[src/rtl/wb_buf_pkg.sv]
// Shared definitions for the data-cache writeback buffer.
// Holds the bus-side FSM state type, the Sysbus write tag and the line
// geometry constants used by dcache_writeback_buffer and wb_line_fifo.
package wb_buf_pkg;

    typedef enum logic [1:0] {
        IDLE = 2'd0,
        ADDR = 2'd1,
        DATA = 2'd2
    } wb_state_t;

    // A line address drops the byte offset within a 64-byte line.
    localparam int LINE_OFFSET_W = 6;
    localparam int LINE_ADDR_W   = 64 - LINE_OFFSET_W;

    localparam int DEF_BLOCKSZ        = 512;
    localparam int DEF_BUS_DATA_WIDTH = 64;
    localparam int WORDS_PER_LINE     = DEF_BLOCKSZ / DEF_BUS_DATA_WIDTH;
    localparam int BEAT_W             = $clog2(WORDS_PER_LINE);

    localparam logic [12:0] WRITE_TAG = {1'b1, 4'b0001, 8'h00};

endpackage

[src/rtl/wb_line_fifo.sv]
// Circular FIFO of evicted lines {line address, line data} with a
// combinational snoop search.
// Ports:
//   clk, reset            clock, synchronous active-high reset
//   push, push_addr/data  enqueue at the tail (caller guarantees !full)
//   pop                   drop the head entry (caller guarantees !empty)
//   full, empty           occupancy status
//   head_addr, head_data  oldest entry
//   snoop_addr            line address to look up
//   snoop_hit, snoop_data newest valid matching entry, zero when none
module wb_line_fifo
    import wb_buf_pkg::*;
#(
    parameter int DEPTH   = 2,
    parameter int BLOCKSZ = 512
) (
    input  logic                   clk,
    input  logic                   reset,
    input  logic                   push,
    input  logic [LINE_ADDR_W-1:0] push_addr,
    input  logic [BLOCKSZ-1:0]     push_data,
    input  logic                   pop,
    output logic                   full,
    output logic                   empty,
    output logic [LINE_ADDR_W-1:0] head_addr,
    output logic [BLOCKSZ-1:0]     head_data,
    input  logic [LINE_ADDR_W-1:0] snoop_addr,
    output logic                   snoop_hit,
    output logic [BLOCKSZ-1:0]     snoop_data
);

    localparam int PTR_W = $clog2(DEPTH);
    localparam int CNT_W = PTR_W + 1;

    logic [LINE_ADDR_W-1:0] mem_addr [DEPTH];
    logic [BLOCKSZ-1:0]     mem_data [DEPTH];
    logic [PTR_W-1:0]       wr_ptr;
    logic [PTR_W-1:0]       rd_ptr;
    logic [CNT_W-1:0]       count;

    // DEPTH is a power of two, so pointer overflow is the modulo wrap.
    always_ff @(posedge clk) begin
        if (reset) begin
            wr_ptr <= '0;
            rd_ptr <= '0;
            count  <= '0;
        end else begin
            if (push) wr_ptr <= wr_ptr + PTR_W'(1);
            if (pop)  rd_ptr <= rd_ptr + PTR_W'(1);
            case ({push, pop})
                2'b10:   count <= count + CNT_W'(1);
                2'b01:   count <= count - CNT_W'(1);
                default: count <= count;
            endcase
        end
    end

    // Entry storage carries no reset; validity comes from the counter.
    always_ff @(posedge clk) begin
        if (push) begin
            mem_addr[wr_ptr] <= push_addr;
            mem_data[wr_ptr] <= push_data;
        end
    end

    assign full      = (count == CNT_W'(DEPTH));
    assign empty     = (count == '0);
    assign head_addr = mem_addr[rd_ptr];
    assign head_data = mem_data[rd_ptr];

    // Walk from head towards tail so a later (newer) match overrides an
    // older one; slots beyond the occupancy are ignored.
    logic [PTR_W-1:0] idx;
    always_comb begin
        snoop_hit  = 1'b0;
        snoop_data = '0;
        idx        = rd_ptr;
        for (int i = 0; i < DEPTH; i++) begin
            idx = rd_ptr + PTR_W'(i);
            if ((CNT_W'(i) < count) && (mem_addr[idx] == snoop_addr)) begin
                snoop_hit  = 1'b1;
                snoop_data = mem_data[idx];
            end
        end
    end

endmodule

[src/rtl/dcache_writeback_buffer.sv]
// Writeback buffer between the data-cache eviction path and the Sysbus.
// Accepts dirty lines, queues them, and drains each one as a write burst
// (one address beat then WORDS_PER_LINE data beats) once the bus is granted.
// Ports:
//   clk, reset                  clock, synchronous active-high reset
//   wb_valid/wb_ready           eviction handshake (wb_ready = !full)
//   wb_addr, wb_data            evicted line address and data
//   snoop_addr/hit/data         combinational lookup of pending lines
//   bus_grant                   bus available, sampled only in IDLE
//   bus_busy                    burst in progress (ADDR or DATA)
//   bus_reqcyc/req/reqtag       current beat driven to the bus
//   bus_reqack                  bus accepted the current beat
//   empty                       no lines pending
module dcache_writeback_buffer
    import wb_buf_pkg::*;
#(
    parameter int DEPTH          = 2,
    parameter int BLOCKSZ        = 512,
    parameter int BUS_DATA_WIDTH = 64,
    parameter int BUS_TAG_WIDTH  = 13
) (
    input  logic                      clk,
    input  logic                      reset,
    input  logic                      wb_valid,
    output logic                      wb_ready,
    input  logic [63:0]               wb_addr,
    input  logic [BLOCKSZ-1:0]        wb_data,
    input  logic [63:0]               snoop_addr,
    output logic                      snoop_hit,
    output logic [BLOCKSZ-1:0]        snoop_data,
    input  logic                      bus_grant,
    output logic                      bus_busy,
    output logic                      bus_reqcyc,
    output logic [BUS_DATA_WIDTH-1:0] bus_req,
    output logic [BUS_TAG_WIDTH-1:0]  bus_reqtag,
    input  logic                      bus_reqack,
    output logic                      empty
);

    localparam logic [BEAT_W-1:0] LAST_BEAT = BEAT_W'(WORDS_PER_LINE - 1);

    wb_state_t              state_q, state_d;
    logic [BEAT_W-1:0]      beat_q, beat_d;
    logic                   full;
    logic                   push;
    logic                   pop;
    logic [LINE_ADDR_W-1:0] head_addr;
    logic [BLOCKSZ-1:0]     head_data;

    // Byte-offset bits of both address inputs carry no meaning here.
    logic unused_offset_bits;
    assign unused_offset_bits = ^{wb_addr[LINE_OFFSET_W-1:0], snoop_addr[LINE_OFFSET_W-1:0]};

    // No same-cycle pop bypass: a full buffer refuses even while it pops.
    assign wb_ready = !full;
    assign push     = wb_valid && !full;

    wb_line_fifo #(
        .DEPTH   (DEPTH),
        .BLOCKSZ (BLOCKSZ)
    ) u_fifo (
        .clk        (clk),
        .reset      (reset),
        .push       (push),
        .push_addr  (wb_addr[63:LINE_OFFSET_W]),
        .push_data  (wb_data),
        .pop        (pop),
        .full       (full),
        .empty      (empty),
        .head_addr  (head_addr),
        .head_data  (head_data),
        .snoop_addr (snoop_addr[63:LINE_OFFSET_W]),
        .snoop_hit  (snoop_hit),
        .snoop_data (snoop_data)
    );

    always_ff @(posedge clk) begin
        if (reset) begin
            state_q <= IDLE;
            beat_q  <= '0;
        end else begin
            state_q <= state_d;
            beat_q  <= beat_d;
        end
    end

    // Returning to IDLE after every pop guarantees at least one idle cycle
    // in which the memory controller can win the bus.
    always_comb begin
        state_d = state_q;
        beat_d  = beat_q;
        pop     = 1'b0;
        case (state_q)
            IDLE: begin
                if (!empty && bus_grant) state_d = ADDR;
            end
            ADDR: begin
                if (bus_reqack) begin
                    state_d = DATA;
                    beat_d  = '0;
                end
            end
            DATA: begin
                if (bus_reqack) begin
                    if (beat_q == LAST_BEAT) begin
                        pop     = 1'b1;
                        state_d = IDLE;
                    end else begin
                        beat_d = beat_q + BEAT_W'(1);
                    end
                end
            end
            default: state_d = IDLE;
        endcase
    end

    // Bus outputs decode only state, beat and stored head, never the ack.
    always_comb begin
        bus_reqcyc = 1'b0;
        bus_busy   = 1'b0;
        bus_req    = '0;
        bus_reqtag = '0;
        case (state_q)
            ADDR: begin
                bus_reqcyc = 1'b1;
                bus_busy   = 1'b1;
                bus_req    = BUS_DATA_WIDTH'({head_addr, {LINE_OFFSET_W{1'b0}}});
                bus_reqtag = BUS_TAG_WIDTH'(WRITE_TAG);
            end
            DATA: begin
                bus_reqcyc = 1'b1;
                bus_busy   = 1'b1;
                bus_req    = head_data[int'(beat_q) * BUS_DATA_WIDTH +: BUS_DATA_WIDTH];
            end
            default: ;
        endcase
    end

endmodule

[config.mk]
export PLATFORM = sky130hd
export DESIGN_NAME = dcache_writeback_buffer
export DESIGN_NICKNAME = d
export VERILOG_FILES = /design/src/rtl/wb_buf_pkg.sv /design/src/rtl/wb_line_fifo.sv /design/src/rtl/dcache_writeback_buffer.sv
export SDC_FILE = /design/constraint.sdc
export NUM_CORES = 2
export LEC_CHECK = 0
export ABC_CLOCK_PERIOD_IN_PS = 43700
export BUFFER_PORTS_ARGS = -buffer_cell sky130_fd_sc_hd__buf_2
export CORE_AREA = 10 10 474 476
export DETAILED_ROUTE_END_ITERATION = 8
export DIE_AREA = 0 0 484 486
export GPL_TIMING_DRIVEN = 0
export PLACE_DENSITY = 0.45
export SLEW_MARGIN = 30
export SYNTH_ARGS = -nofsm -noshare
export SYNTH_HDL_FRONTEND = slang
export SYNTH_SLANG_ARGS = --single-unit
[constraint.sdc]
create_clock -name clk -period 43.7 [get_ports clk]
set_input_delay 2.185 -clock clk [delete_from_list [all_inputs] [get_ports clk]]
set_output_delay 2.185 -clock clk [all_outputs]
set_load 0.01 [all_outputs]
# After elaboration in Yosys (flattened, before gate mapping)
# Memories as Yosys holds them, arrays and structs flattened. A register that Yosys moved wholly into a read port is not among the register bits.
# Cells that the tools add are included.
# totals
ff_bits	9
latchBits	0
mem_bits_rw	1140
mem_bits_ro	0
word_cells	67
memories	2
# classes
addsub	5
multipliers	0
n_div	0
n_lt_le_gt_ge	2
n_eq_ne	13
shift	1
n_mux	26
n_bitwise	0
reduce_logical	13
# memory_table
memory	words	width	read_ports	rd_ports_with_merged_regs	wr	line_no	source
u_fifo.mem_data	2	512	2	1	1	wb_line_fifo.sv:36	logic [BLOCKSZ-1:0] mem_data [DEPTH];
u_fifo.mem_addr	2	58	2	1	1	wb_line_fifo.sv:35	logic [LINE_ADDR_W-1:0] mem_addr [DEPTH];
# ops
operator	n
$mux 512	2
$shiftx 512x10->64	1
$pmux 64 s2	1
$eq 58x58->1	2
$mux 13	1
$mux 1	12
$ne 2x2->1 const B	5
$mux 3	3
$mux 2	4
$reduce_and 4->1	2
$eq 2x2->1 const B	3
$pmux 2 s3	1
$pmux 3 s2	1
$eq 2x1->1 const B	2
$logic_and 1x1->1	4
$logic_not 2->1	2
$lt 1x2->1 const A	2
$pmux 2 s2	1
$reduce_bool 2->1	2
$add 3x1->3 const B	1
$eq 3x3->1 const B	1
$add 1x1->1 const B	2
$add 2x1->2 const B	1
$logic_not 1->1	2
other kinds (2)	2

# Logic depth before layout (Yosys ltp)
# depth
depth_word	6
ltp_mapped	14

# Modules after synthesis
# Synthesis repeated with hierarchy kept, for this count alone.
# unflattened
hier_cells	3264
hier_area_um2	53712.8
# modules_own_cells
module	instances	cells_each	area_each_um2
wb_line_fifo	1	2667	48192.5
dcache_writeback_buffer	1	597	5520.3

# Worst setup path after synthesis
# No wires, ideal clock.
# synth_timing
path_type	input -> register
startpoint	in wb_valid
endpoint	mem u_fifo.mem_addr[0][0] in the netlist's numbering (enable)
arrival_ns	25.852
path_slack_ns	16.330
cell_stages	2
path_buffers	0
path_cell_list	nand2_1 > nor2_1
# synth_between
elab_chain_len	3
# synth_lines
element	line_no	source
start, declared	dcache_writeback_buffer.sv:24	input logic wb_valid,
$logic_and 1x1->1	dcache_writeback_buffer.sv:56	assign push = wb_valid && !full;
$mux 1	wb_line_fifo.sv:60	if (push) begin
$mux 1 (not written as such)	wb_line_fifo.sv:61	mem_addr[wr_ptr] <= push_addr;
end, declared	wb_line_fifo.sv:35	
# Every way passes these cells.

==> summary.md <==
| Metric | Value |
|---|---|
| Run status | `finished, final reports clean` |
| Final net count | `4819` |
| Total negative slack | `0 ps` |
| Reg clk slew, reported paths | `50 ps` |
| IO Count | `1239` |
| Clk Latency, worst-skew pair | `820 ps` |
| Critical path cell sequence | `buf_4 > buf_2 > buf_2 > mux2i_1 > xnor2_1 > nor4_1 > nand4_1 > nor2_1 > and4b_1 > mux2_2 > buf_2 > buf_2 > buf_2 > a22o_1 > buf_2` |
| H-tree Lvls | `4` |
| Final core occ | `31.47%` |
| P per Cell Area | `43.50 mW/mm²` |
| CP arrival | `7390 ps` |
| Global-route wire length before repair | `414.9 mm` |
| WL final | `331.6 mm` |
| Drt via density | `5.227` |
| CTS Root Cell | `clkbuf_16` |
| Total congestion overflow | `0` |
| Top post-synthesis cells by area | `edfxtp_1 67%, mux4_2 14%, a22o_1 8.8%` |
| Distinct cells, synth | `38` |
| Total chip power | `2953 µW` |
| CP startpoint kind | `register` |
| Footprint of the multi-input gates | `0.01544 mm²` |
| Initial DRT Pass Iterations | `5` |
| Initial Util | `23.63%` |
| Setup Fix Bufs, Post-CTS | `0` |
| Final WS setup | `34130 ps` |
| Routed length per instance | `45.88 µm` |
| DRC | `0` |
| Cts bufs inserted | `144` |
| Final ANT Viol Nets | `0` |
| Core Box Area | `0.2157 mm²` |
| Initial antenna violation count | `266` |
| CP Data Required Time | `41510 ps` |
| Cell Rows | `171` |
| Layout area overhead | `33.18%` |
| Hold Fails Final Rpt | `0` |
| Via Count | `37790` |
| Final Max Tran Viols | `0` |
| Cells after Synth | `2707` |
| Clk buf depth | `3` |
| Synth warn | `0` |
| Post_cts resized | `0` |
| Synth top cells by count | `1140 x edfxtp_1, 514 x a22o_1, 320 x mux4_2, 139 x buf_2, 92 x mux2i_1` |
| Number of I/O port buffers | `1214` |
| Vias in the first global route | `37670` |
| Final setup viols | `0` |
| RSZ-0062 raised after global routing | `false` |
| Asr flop ratio synth | `0%` |
| Largest net degree at the start of global routing | `40` |
| MaxCap Viol Count | `0` |
| Sequential area share after synthesis | `67.56%` |
| Sequential cell area | `0.03443 mm²` |
| CP endpoint kind | `output port` |
| Syn Area/Cell | `18.83 µm²` |
| Area share of the largest cell type after synthesis | `67.17%` |
| Maximum vdd ir drop | `0.04033 mV` |
| Crit path time final | `9572 ps` |
| Mapped Area | `0.05096 mm²` |
| Fillers | `21450` |
| Hold-fix buffers, CTS | `0` |
| Die Y-Extent | `486 µm` |
| Critical-path maximum fanout | `10` |
| Worst-Margin Slew | `1005 ps` |
| FMAX | `0.1045 GHz` |
| Yosys top cell by area | `edfxtp_1` |
| Synth Register Bits | `1150` |
| Predominant post-synthesis flop cell | `edfxtp_1` |
| HP Class | `register to register` |
| Clock Skew | `48.02 ps` |
| Final GP Congestion | `0.8771` |
| Rel. slew slack | `33.01%` |
| CTS sink count | `1150` |
| Die area | `0.2352 mm²` |
| Kind of critical path | `register to output port` |
| P_leak | `0.02515 µW` |
| 1st-iter DRT viols | `5076` |
| Period utilization | `21.90%` |
| CP max stage cell | `buf_2` |
| Share of layout cells above drive strength 1 | `48.35%` |
| Post-Place Setup Slack | `34850 ps` |
| Count leader, synth | `edfxtp_1` |
| Critical Path Max Stage Delay | `730 ps` |
| CTS tree | `done` |
| Die W | `484 µm` |
| All-Layer GR Usage | `27.09%` |
| Most used cell, CP | `buf_2` |
| Post-DP HPWL | `270.8 mm` |
| Number of synthesized flops with an enable pin | `1140` |
worst max-delay path: cells and delay by family, from the launching register on:
family	cells	cell delay, ps
AO/OA/AOI/OAI	1	380
buffers and inverters	7	3010
XOR/XNOR	1	380
AND/OR/NAND/NOR	4	1580
flip-flops	1	300
multiplexers	2	820
report_power, final:
group	internal, µW	leakage (µW)	total, µW	switching, µW
sequential	1320	0.0107	1360	41.8
combinational	146	0.0122	398	253
clock	684	0.00225	1190	506
total	2150	0.0251	2950	801
cell families (layout without fill, tap and decap cells):
group / after synthesis / after routing / synth area share [%]
DFF: 1150 / 1150 / 67.56
adders and majority gates: 9 / 9 / 0.2210
AOI/OAI and AO/OA: 603 / 603 / 9.980
xor gates and xnor gates: 96 / 96 / 1.650
buffers and inverters: 243 / 1803 / 2.264
other: 1 / 109 / 0.007358
muxes: 439 / 439 / 16.57
and+or+nand+nor: 166 / 166 / 1.748
final timing paths:
| path | slack, ps | cells past startpoint | end | startpoint |
|---|---|---|---|---|
| max reg2reg | 40160 | 10 | u_fifo.mem_data[1][349] | u_fifo.count[0] |
| min | 570 | 2 | u_fifo.count[0] | u_fifo.count[0] |
| max | 34130 | 15 | snoop_data[377] | register |
| min reg2reg | 570 | 2 | u_fifo.count[0] | u_fifo.count[0] |
layout make-up:
cell class | count | area share [%]
multi-input combinational | 1324 | 22.74
buffer | 234 | 1.777
antenna | 98 | 0.3613
timing repair buffer | 1302 | 12.26
sequential | 1150 | 50.73
inverter | 9 | 0.04977
clock buffer | 179 | 5.563
clock inverter | 79 | 1.250
tap | 2854 | 5.261
flip-flops by register name, indices dropped and copies added (netlist names), named ones only:
name,flops
state_q,2
u_fifo.mem_addr,116
u_fifo.wr_ptr,1
u_fifo.count,2
u_fifo.mem_data,1024
u_fifo.rd_ptr,1
beat_q,3
cells in the final DEF (no fill, tap or decap), types with 6 or more instances in the layout:
cell type / synthesis / final
nor2_1: 23 / 22
clkbuf_1: 63 / 53
clkbuf_2: 0 / 37
ha_1: 9 / 9
nor2b_1: 24 / 24
o22ai_1: 6 / 6
inv_1: 9 / 9
and2_1: 34 / 34
nor4_1: 18 / 17
inv_6: 0 / 7
buf_12: 0 / 20
buf_4: 18 / 22
edfxtp_1: 1140 / 1140
clkinv_2: 0 / 24
xnor2_1: 50 / 50
clkinvlp_4: 0 / 6
mux4_2: 320 / 320
and3_1: 8 / 7
buf_2: 139 / 1358
clkbuf_16: 0 / 145
clkinv_1: 0 / 20
o2bb2ai_1: 6 / 6
dfxtp_1: 10 / 10
nand2_1: 38 / 38
conb_1: 1 / 11
a22oi_1: 27 / 27
bufinv_16: 0 / 11
buf_16: 0 / 66
xor2_1: 46 / 46
nand4_1: 14 / 14
a22o_1: 514 / 514
o21ai_0: 35 / 35
mux2i_1: 92 / 91
mux2_2: 26 / 26
diode_2: 0 / 98
layer usage:
metal	wire length, µm	vias up	GRT usage [%]
met1	124700	19900	32.54
met2	157600	2453	45.20
met4	12500	154	8.514
li1	-	14660	-
met3	35920	624	9.903
met5	971	-	0
stage by stage:
stage          hold WS, ps  std cells  area [µm²]
2_1_floorplan        493.2       2717       51000
3_3_place_gp         510.9       6785       60650
3_5_place_dp         548.9       6873       63000
4_1_cts              565.6       7131       67630
5_1_grt              589.8       7143       67660
6_report             565.3       7229       67870
Power figures use the tool's default switching activity.
